[config.mk]
export PLATFORM = sky130hd
export DESIGN_NAME = mem_access
export DESIGN_NICKNAME = d
export VERILOG_FILES = /design/src/rtl/mem_access.sv
export SDC_FILE = /design/constraint.sdc
export NUM_CORES = 1
export LEC_CHECK = 0
export CORE_ASPECT_RATIO = 1.1
export CORE_MARGIN = 1
export CORE_UTILIZATION = 30
export CTS_BUF_LIST = sky130_fd_sc_hd__clkbuf_16
export DETAILED_ROUTE_END_ITERATION = 7
export PLACE_DENSITY = 0.58
export SLEW_MARGIN = 20
export SYNTH_ARGS = -nofsm -noshare
export SYNTH_HDL_FRONTEND = slang
export SYNTH_SLANG_ARGS = --single-unit
[constraint.sdc]
create_clock -name i_clk -period 2.3 [get_ports i_clk]
set_clock_uncertainty 0.15 [all_clocks]
set_input_delay 0.46 -clock i_clk [delete_from_list [all_inputs] [get_ports i_clk]]
set_output_delay 0.46 -clock i_clk [all_outputs]
set_load 0.02 [all_outputs]
[src/rtl/mem_access.sv]
// MEM stage: issues load/store bus requests, holds them across wait states, aligns/extends data.
// Zero-wait accesses complete in one cycle; o_stall freezes upstream while the bus has not acked.
module mem_access #(
    parameter int DATA_W = 32,
    parameter int REG_AW = 5
) (
    input  logic                i_clk,
    input  logic                i_rst,
    input  logic                i_valid,
    input  logic                i_flush,
    input  logic                i_con_mem_read,
    input  logic                i_con_mem_write,
    input  logic                i_con_mem_branch,
    input  logic                i_con_Zero,
    input  logic                i_con_wb_memtoreg,
    input  logic                i_con_wb_regwrite,
    input  logic [1:0]          i_con_size,
    input  logic                i_con_unsigned,
    input  logic [DATA_W-1:0]   i_data_ALU_Rst,
    input  logic [DATA_W-1:0]   i_data_Store,
    input  logic [REG_AW-1:0]   i_addr_MuxRst,
    output logic                o_mem_req,
    output logic                o_mem_we,
    output logic [DATA_W-1:0]   o_mem_addr,
    output logic [DATA_W/8-1:0] o_mem_be,
    output logic [DATA_W-1:0]   o_mem_wdata,
    input  logic                i_mem_ack,
    input  logic [DATA_W-1:0]   i_mem_rdata,
    output logic                o_stall,
    output logic                o_con_Branch,
    output logic                o_valid,
    output logic                o_con_wb_memtoreg,
    output logic                o_con_wb_regwrite,
    output logic [DATA_W-1:0]   o_data_ALU_Rst,
    output logic [DATA_W-1:0]   o_data_Mem,
    output logic [REG_AW-1:0]   o_addr_MuxRst,
    output logic                o_misalign
);
    localparam int LANES = DATA_W / 8;
    localparam int OFS_W = $clog2(LANES);

    typedef enum logic {ST_IDLE = 1'b0, ST_WAIT = 1'b1} state_t;

    function automatic logic [LANES-1:0] lane_mask(input logic [1:0] sz);
        case (sz)
            2'b00:   lane_mask = LANES'(1);
            2'b01:   lane_mask = LANES'(3);
            2'b10:   lane_mask = LANES'(15);
            default: lane_mask = '1;
        endcase
    endfunction

    function automatic logic misaligned(input logic [1:0] sz, input logic [OFS_W-1:0] ofs);
        case (sz)
            2'b00:   misaligned = 1'b0;
            2'b01:   misaligned = ofs[0];
            2'b10:   misaligned = (ofs[1:0] != 2'b00);
            default: misaligned = (DATA_W == 32) || (ofs != '0);
        endcase
    endfunction

    // Shift the addressed bytes down, then fill the upper bits with sign or zero.
    function automatic logic [DATA_W-1:0] load_ext(input logic [DATA_W-1:0] rd,
                                                   input logic [OFS_W-1:0]  ofs,
                                                   input logic [1:0]        sz,
                                                   input logic              uns);
        logic [DATA_W-1:0] s;
        logic [DATA_W-1:0] m;
        logic              sgn;
        s = rd >> {ofs, 3'b000};
        case (sz)
            2'b00:   begin m = DATA_W'(8'hFF);         sgn = s[7];  end
            2'b01:   begin m = DATA_W'(16'hFFFF);      sgn = s[15]; end
            2'b10:   begin m = DATA_W'(32'hFFFF_FFFF); sgn = s[31]; end
            default: begin m = '1;                     sgn = 1'b0;  end
        endcase
        load_ext = (s & m) | ((sgn && !uns) ? ~m : '0);
    endfunction

    state_t              state_q, state_d;
    logic                lat_we_q, lat_we_d;
    logic                lat_rd_q, lat_rd_d;
    logic [LANES-1:0]    lat_be_q, lat_be_d;
    logic [DATA_W-1:0]   lat_wdata_q, lat_wdata_d;
    logic [1:0]          lat_size_q, lat_size_d;
    logic                lat_uns_q, lat_uns_d;
    logic [DATA_W-1:0]   lat_alu_q, lat_alu_d;
    logic [REG_AW-1:0]   lat_dest_q, lat_dest_d;
    logic                lat_memtoreg_q, lat_memtoreg_d;
    logic                lat_regwrite_q, lat_regwrite_d;
    logic                flush_pend_q, flush_pend_d;
    logic                wb_valid_q, wb_valid_d;
    logic                wb_memtoreg_q, wb_memtoreg_d;
    logic                wb_regwrite_q, wb_regwrite_d;
    logic [DATA_W-1:0]   wb_alu_q, wb_alu_d;
    logic [DATA_W-1:0]   wb_mem_q, wb_mem_d;
    logic [REG_AW-1:0]   wb_dest_q, wb_dest_d;
    logic                misalign_q, misalign_d;

    logic [OFS_W-1:0]    ofs;
    logic                is_rd, is_wr, access, mis_acc, legal, idle_kill, wait_kill;
    logic [DATA_W-1:0]   cur_addr, cur_wdata;
    logic [LANES-1:0]    cur_be;

    assign ofs       = i_data_ALU_Rst[OFS_W-1:0];
    assign is_rd     = i_con_mem_read;
    assign is_wr     = i_con_mem_write & ~i_con_mem_read;
    assign access    = i_valid & (is_rd | is_wr) & ~i_flush;
    assign mis_acc   = access & misaligned(i_con_size, ofs);
    assign legal     = access & ~mis_acc;
    assign idle_kill = ~i_valid | i_flush | mis_acc;
    assign wait_kill = flush_pend_q | i_flush;
    assign cur_addr  = {i_data_ALU_Rst[DATA_W-1:OFS_W], {OFS_W{1'b0}}};
    assign cur_be    = lane_mask(i_con_size) << ofs;
    assign cur_wdata = i_data_Store << {ofs, 3'b000};

    always_comb begin
        state_d        = state_q;
        lat_we_d       = lat_we_q;
        lat_rd_d       = lat_rd_q;
        lat_be_d       = lat_be_q;
        lat_wdata_d    = lat_wdata_q;
        lat_size_d     = lat_size_q;
        lat_uns_d      = lat_uns_q;
        lat_alu_d      = lat_alu_q;
        lat_dest_d     = lat_dest_q;
        lat_memtoreg_d = lat_memtoreg_q;
        lat_regwrite_d = lat_regwrite_q;
        flush_pend_d   = flush_pend_q;
        wb_valid_d     = wb_valid_q;
        wb_memtoreg_d  = wb_memtoreg_q;
        wb_regwrite_d  = wb_regwrite_q;
        wb_alu_d       = wb_alu_q;
        wb_mem_d       = wb_mem_q;
        wb_dest_d      = wb_dest_q;
        misalign_d     = 1'b0;
        o_mem_req      = 1'b0;
        o_mem_we       = 1'b0;
        o_mem_addr     = cur_addr;
        o_mem_be       = '0;
        o_mem_wdata    = cur_wdata;
        o_stall        = 1'b0;
        case (state_q)
            ST_IDLE: begin
                o_mem_req = legal;
                o_mem_we  = legal & is_wr;
                o_mem_be  = legal ? cur_be : '0;
                if (legal && !i_mem_ack) begin
                    o_stall        = 1'b1;
                    state_d        = ST_WAIT;
                    lat_we_d       = is_wr;
                    lat_rd_d       = is_rd;
                    lat_be_d       = cur_be;
                    lat_wdata_d    = cur_wdata;
                    lat_size_d     = i_con_size;
                    lat_uns_d      = i_con_unsigned;
                    lat_alu_d      = i_data_ALU_Rst;
                    lat_dest_d     = i_addr_MuxRst;
                    lat_memtoreg_d = i_con_wb_memtoreg;
                    lat_regwrite_d = i_con_wb_regwrite;
                    flush_pend_d   = 1'b0;
                end else begin
                    wb_valid_d    = ~idle_kill;
                    wb_regwrite_d = i_con_wb_regwrite & ~idle_kill;
                    wb_memtoreg_d = i_con_wb_memtoreg;
                    wb_alu_d      = i_data_ALU_Rst;
                    wb_dest_d     = i_addr_MuxRst;
                    wb_mem_d      = (legal && is_rd) ?
                                    load_ext(i_mem_rdata, ofs, i_con_size, i_con_unsigned) : '0;
                    misalign_d    = mis_acc;
                end
            end
            ST_WAIT: begin
                // Bus sees only the latched copy; live inputs are don't-care here.
                o_mem_req    = 1'b1;
                o_mem_we     = lat_we_q;
                o_mem_addr   = {lat_alu_q[DATA_W-1:OFS_W], {OFS_W{1'b0}}};
                o_mem_be     = lat_be_q;
                o_mem_wdata  = lat_wdata_q;
                o_stall      = ~i_mem_ack;
                flush_pend_d = wait_kill;
                if (i_mem_ack) begin
                    state_d       = ST_IDLE;
                    flush_pend_d  = 1'b0;
                    wb_valid_d    = ~wait_kill;
                    wb_regwrite_d = lat_regwrite_q & ~wait_kill;
                    wb_memtoreg_d = lat_memtoreg_q;
                    wb_alu_d      = lat_alu_q;
                    wb_dest_d     = lat_dest_q;
                    wb_mem_d      = lat_rd_q ?
                                    load_ext(i_mem_rdata, lat_alu_q[OFS_W-1:0], lat_size_q, lat_uns_q) : '0;
                end
            end
            default: state_d = ST_IDLE;
        endcase
    end

    always_ff @(posedge i_clk) begin
        if (i_rst) begin
            state_q        <= ST_IDLE;
            lat_we_q       <= 1'b0;
            lat_rd_q       <= 1'b0;
            lat_be_q       <= '0;
            lat_wdata_q    <= '0;
            lat_size_q     <= '0;
            lat_uns_q      <= 1'b0;
            lat_alu_q      <= '0;
            lat_dest_q     <= '0;
            lat_memtoreg_q <= 1'b0;
            lat_regwrite_q <= 1'b0;
            flush_pend_q   <= 1'b0;
            wb_valid_q     <= 1'b0;
            wb_memtoreg_q  <= 1'b0;
            wb_regwrite_q  <= 1'b0;
            wb_alu_q       <= '0;
            wb_mem_q       <= '0;
            wb_dest_q      <= '0;
            misalign_q     <= 1'b0;
        end else begin
            state_q        <= state_d;
            lat_we_q       <= lat_we_d;
            lat_rd_q       <= lat_rd_d;
            lat_be_q       <= lat_be_d;
            lat_wdata_q    <= lat_wdata_d;
            lat_size_q     <= lat_size_d;
            lat_uns_q      <= lat_uns_d;
            lat_alu_q      <= lat_alu_d;
            lat_dest_q     <= lat_dest_d;
            lat_memtoreg_q <= lat_memtoreg_d;
            lat_regwrite_q <= lat_regwrite_d;
            flush_pend_q   <= flush_pend_d;
            wb_valid_q     <= wb_valid_d;
            wb_memtoreg_q  <= wb_memtoreg_d;
            wb_regwrite_q  <= wb_regwrite_d;
            wb_alu_q       <= wb_alu_d;
            wb_mem_q       <= wb_mem_d;
            wb_dest_q      <= wb_dest_d;
            misalign_q     <= misalign_d;
        end
    end

    assign o_con_Branch      = i_valid & ~i_flush & i_con_mem_branch & i_con_Zero;
    assign o_valid           = wb_valid_q;
    assign o_con_wb_memtoreg = wb_memtoreg_q;
    assign o_con_wb_regwrite = wb_regwrite_q;
    assign o_data_ALU_Rst    = wb_alu_q;
    assign o_data_Mem        = wb_mem_q;
    assign o_addr_MuxRst     = wb_dest_q;
    assign o_misalign        = misalign_q;
endmodule
==> out/results.ini <==
[status]
outcome=finished with violations
violations=setup timing

[clocking]
h-tree-depth=4
clk_pin_slew_ns=0.06
cts_tree=done
cts-root-buf=clkbuf_16
numCtsBuffers=17
insertion_delay_ns=0.42
clock_path_buffers=2
cts.sinks=155
hold_buffers=0

[yosys]
synth_compound_area_share_pct=22.0
ys_seq_area_share_pct=36.3
yosysMostFrequentCell=nand2_1
synth_top_area_cell=dfxtp_1
yosysTopAreaCellShare_pct=36.3
synthAdderAreaFrac_pct=0
synth-xor-area-share_pct=0.205
synthesis.area_sq_mm=0.00856
synth_edf_count=0
ys_types=52
avgSynthCellArea_sq_um=7.70
synth_area_leaders=dfxtp_1 36%, nand2_1 10%, mux2i_1 7.5%
synthFlopType=dfxtp_1
ys_ff_latch=155
ys_async_sr_fraction_pct=0
netlist_instances=1112
synthSimpleGateAreaFrac_pct=19.9
ys_top_cells_by_count=229 x nand2_1, 155 x dfxtp_1, 119 x a21oi_1
synth_top_family_by_area=compound AO/OA/AOI/OAI gates
yosysWarnings=0
muxShareOfSynthArea_pct=13.9

[worst_setup_path]
cp_cell_sequence=buf_6, or3_4, buf_12, o31ai_4, buf_6
r2r_setup_slack_ns=0.10
cpPeakStageDelay_ns=0.38
crit_path_start=state_q$_SDFF_PP0_
cp_slowest_cell=dfxtp_4
crit_type=reg -> out
critPathMaxFanout=5
arrival_ns=1.79
rr_startpoint=state_q$_SDFF_PP0_
critPathCaptureType=primary output
startpoint_type=register
worst_ep_required_time_ns=1.69
cpMostUsedCell=buf_6

[power]
leakage_nw=5.31
ir_worst_vdd_mv=0.428
powerDensity_mw_per_mm2=534

[timing]
hold_slack_ns=0.202
worstMarginPinSlew_ns=0.575
worst_slack_ns=-0.0960
grt_setup_unrepaired=true
hold_viol=0
fmax_mhz=417
min_period_ns=2.40
max_slew_margin_pct=61.6
final-setup-viol-count=7
finalCritPeriodShare_pct=104
drv_slew=0

[global_route]
grt_pass1_vias=8788
overflow=0
grt_antenna_before_repair=3
grt_pass1_wl_microns=49600
grt_max_degree=49
track_usage_pct=21.9

[floorplanning]
die_area_sq_mm=0.0292
die_width_microns=163
start_util_pct=30.6
rows=64
core_sq_mm=0.0279
die_y_microns=179
io_pins=260

[finish]
drive_gt1_share_pct=25.5
areaGrowthSynthToFinish_pct=57.1
design_area_sq_mm=0.0134
fin_cells=1801
fin_nets=1537

[detailed_routing]
ant_nets=0
drt_iter0_markers=485
vias=9124
finalWirelength_microns=32100
drc=0
routedWlPerCell_microns=17.8
dr.pass1.iters=5
drt-vias-per-instance=5.07

[worst_hold_path]
hp-start=i_flush
min_path_type=in -> reg

[placed_design]
dp_cells=1730
gp_congestion=0.860
place_area_sq_mm=0.0121
dp_slack_ns=-0.748
portBuffers=257
dp_hpwl_microns=22300

[flow_run]
maxCapViolCount=0

==> worst max-delay path, delay by kind of cell, from the launching register on <==
kind / cells / cell delay [ns]
buffers and inverters: 3 / 0.42
flip-flops: 1 / 0.38
AND/OR/NAND/NOR: 1 / 0.38
AO/OA/AOI/OAI: 1 / 0.19
==> kinds of logic after synthesis <==
group                  Yosys count
AO/OA/AOI/OAI                  306
flip-flops                     155
XOR/XNOR                         2
AND/OR/NAND/NOR                401
multiplexers                   112
buffers and inverters          135
other                            1
==> flip-flops by register name, indices dropped and copies added, names as in the netlist, 2 cells and up <==
name / count
lat_alu_q: 32
lat_be_q: 4
lat_dest_q: 5
lat_size_q: 2
lat_wdata_q: 32
o_addr_MuxRst: 5
o_data_ALU_Rst: 32
o_data_Mem: 32
==> final cells by class <==
cell class              count  area [sq um]
fillers                  2719         14500
multi-input cells         823          5210
repair buffers            418          4070
flip-flops and latches    155          3110
well taps                 363           454
clock buffers              17           425
clock inverters            15           129
inverters                   7          42.5
diodes                      3          7.51
==> path summary, 6_finish.rpt <==
| kind | cells after the start | to |
|---|---|---|
| hold / removal | 2 | o_valid$_SDFFE_PP0N_ |
| setup / recovery | 5 | o_mem_be[2] |
| setup reg to reg | 6 | lat_wdata_q[14]$_SDFFE_PP0P_ |
| hold reg to reg | 2 | o_data_ALU_Rst[29]$_SDFFE_PP0N_ |
==> through the flow <==
| step | total power, W | setup TNS (ns) | utilization, % |
|---|---|---|---|
| 4_1_cts | 0.00718 | -2.01 | 46.9 |
| 2_1_floorplan | 0.00360 | -0.838 | - |
| 3_5_place_dp | 0.00438 | -78.59 | 43.5 |
| 3_3_place_gp | 0.00438 | -75.66 | 43.5 |
| 6_report | 0.00718 | -0.375 | 48.1 |
| 5_1_grt | 0.00748 | -1.25 | 48.1 |
==> metal layers <==
layer	GRT usage (%)	routed length, microns	vias to the layer above
li1	-	-	4481
met1	27.9	14000	4323
met2	36.3	15200	289
met3	6.04	2550	29
met4	5.22	379	2
met5	0	14	-
==> placed cells by master (no fill, tap or decap), types with 9 or more instances in the layout <==
master,synthesis,final
a211oi_1,41,41
a21o_1,17,16
a21oi_1,119,114
a221oi_1,9,9
a311oi_1,9,9
a31oi_1,9,9
buf_12,0,24
buf_2,17,32
buf_4,32,130
buf_6,1,36
clkbuf_16,0,19
clkdlybuf4s50_1,0,160
dfxtp_1,155,154
dlygate4sd2_1,0,20
mux2_2,47,28
mux2_4,0,19
mux2i_1,64,59
nand2_1,229,227
nor2_1,93,93
nor2b_1,19,18
nor3_1,21,19
o21ai_0,61,44
o21ai_1,0,9
or3_1,11,10
==> report_power, final <==
group / switching (W) / internal, W
combinational: 0.000830 / 0.000799
sequential: 0.0000439 / 0.00276
clock: 0.00132 / 0.00142
==> what timing repair did <==
| action | 4_1_cts | 5_1_grt |
|---|---|---|
| setup buffers | 23 | 11 |
| gates resized for setup | 354 | 104 |
| endpoints found under the setup margin | 105 | 60 |
| pin swaps | 13 | 9 |
| cloned | 3 | 2 |
Note: power is estimated with default switching activity, not from simulation.
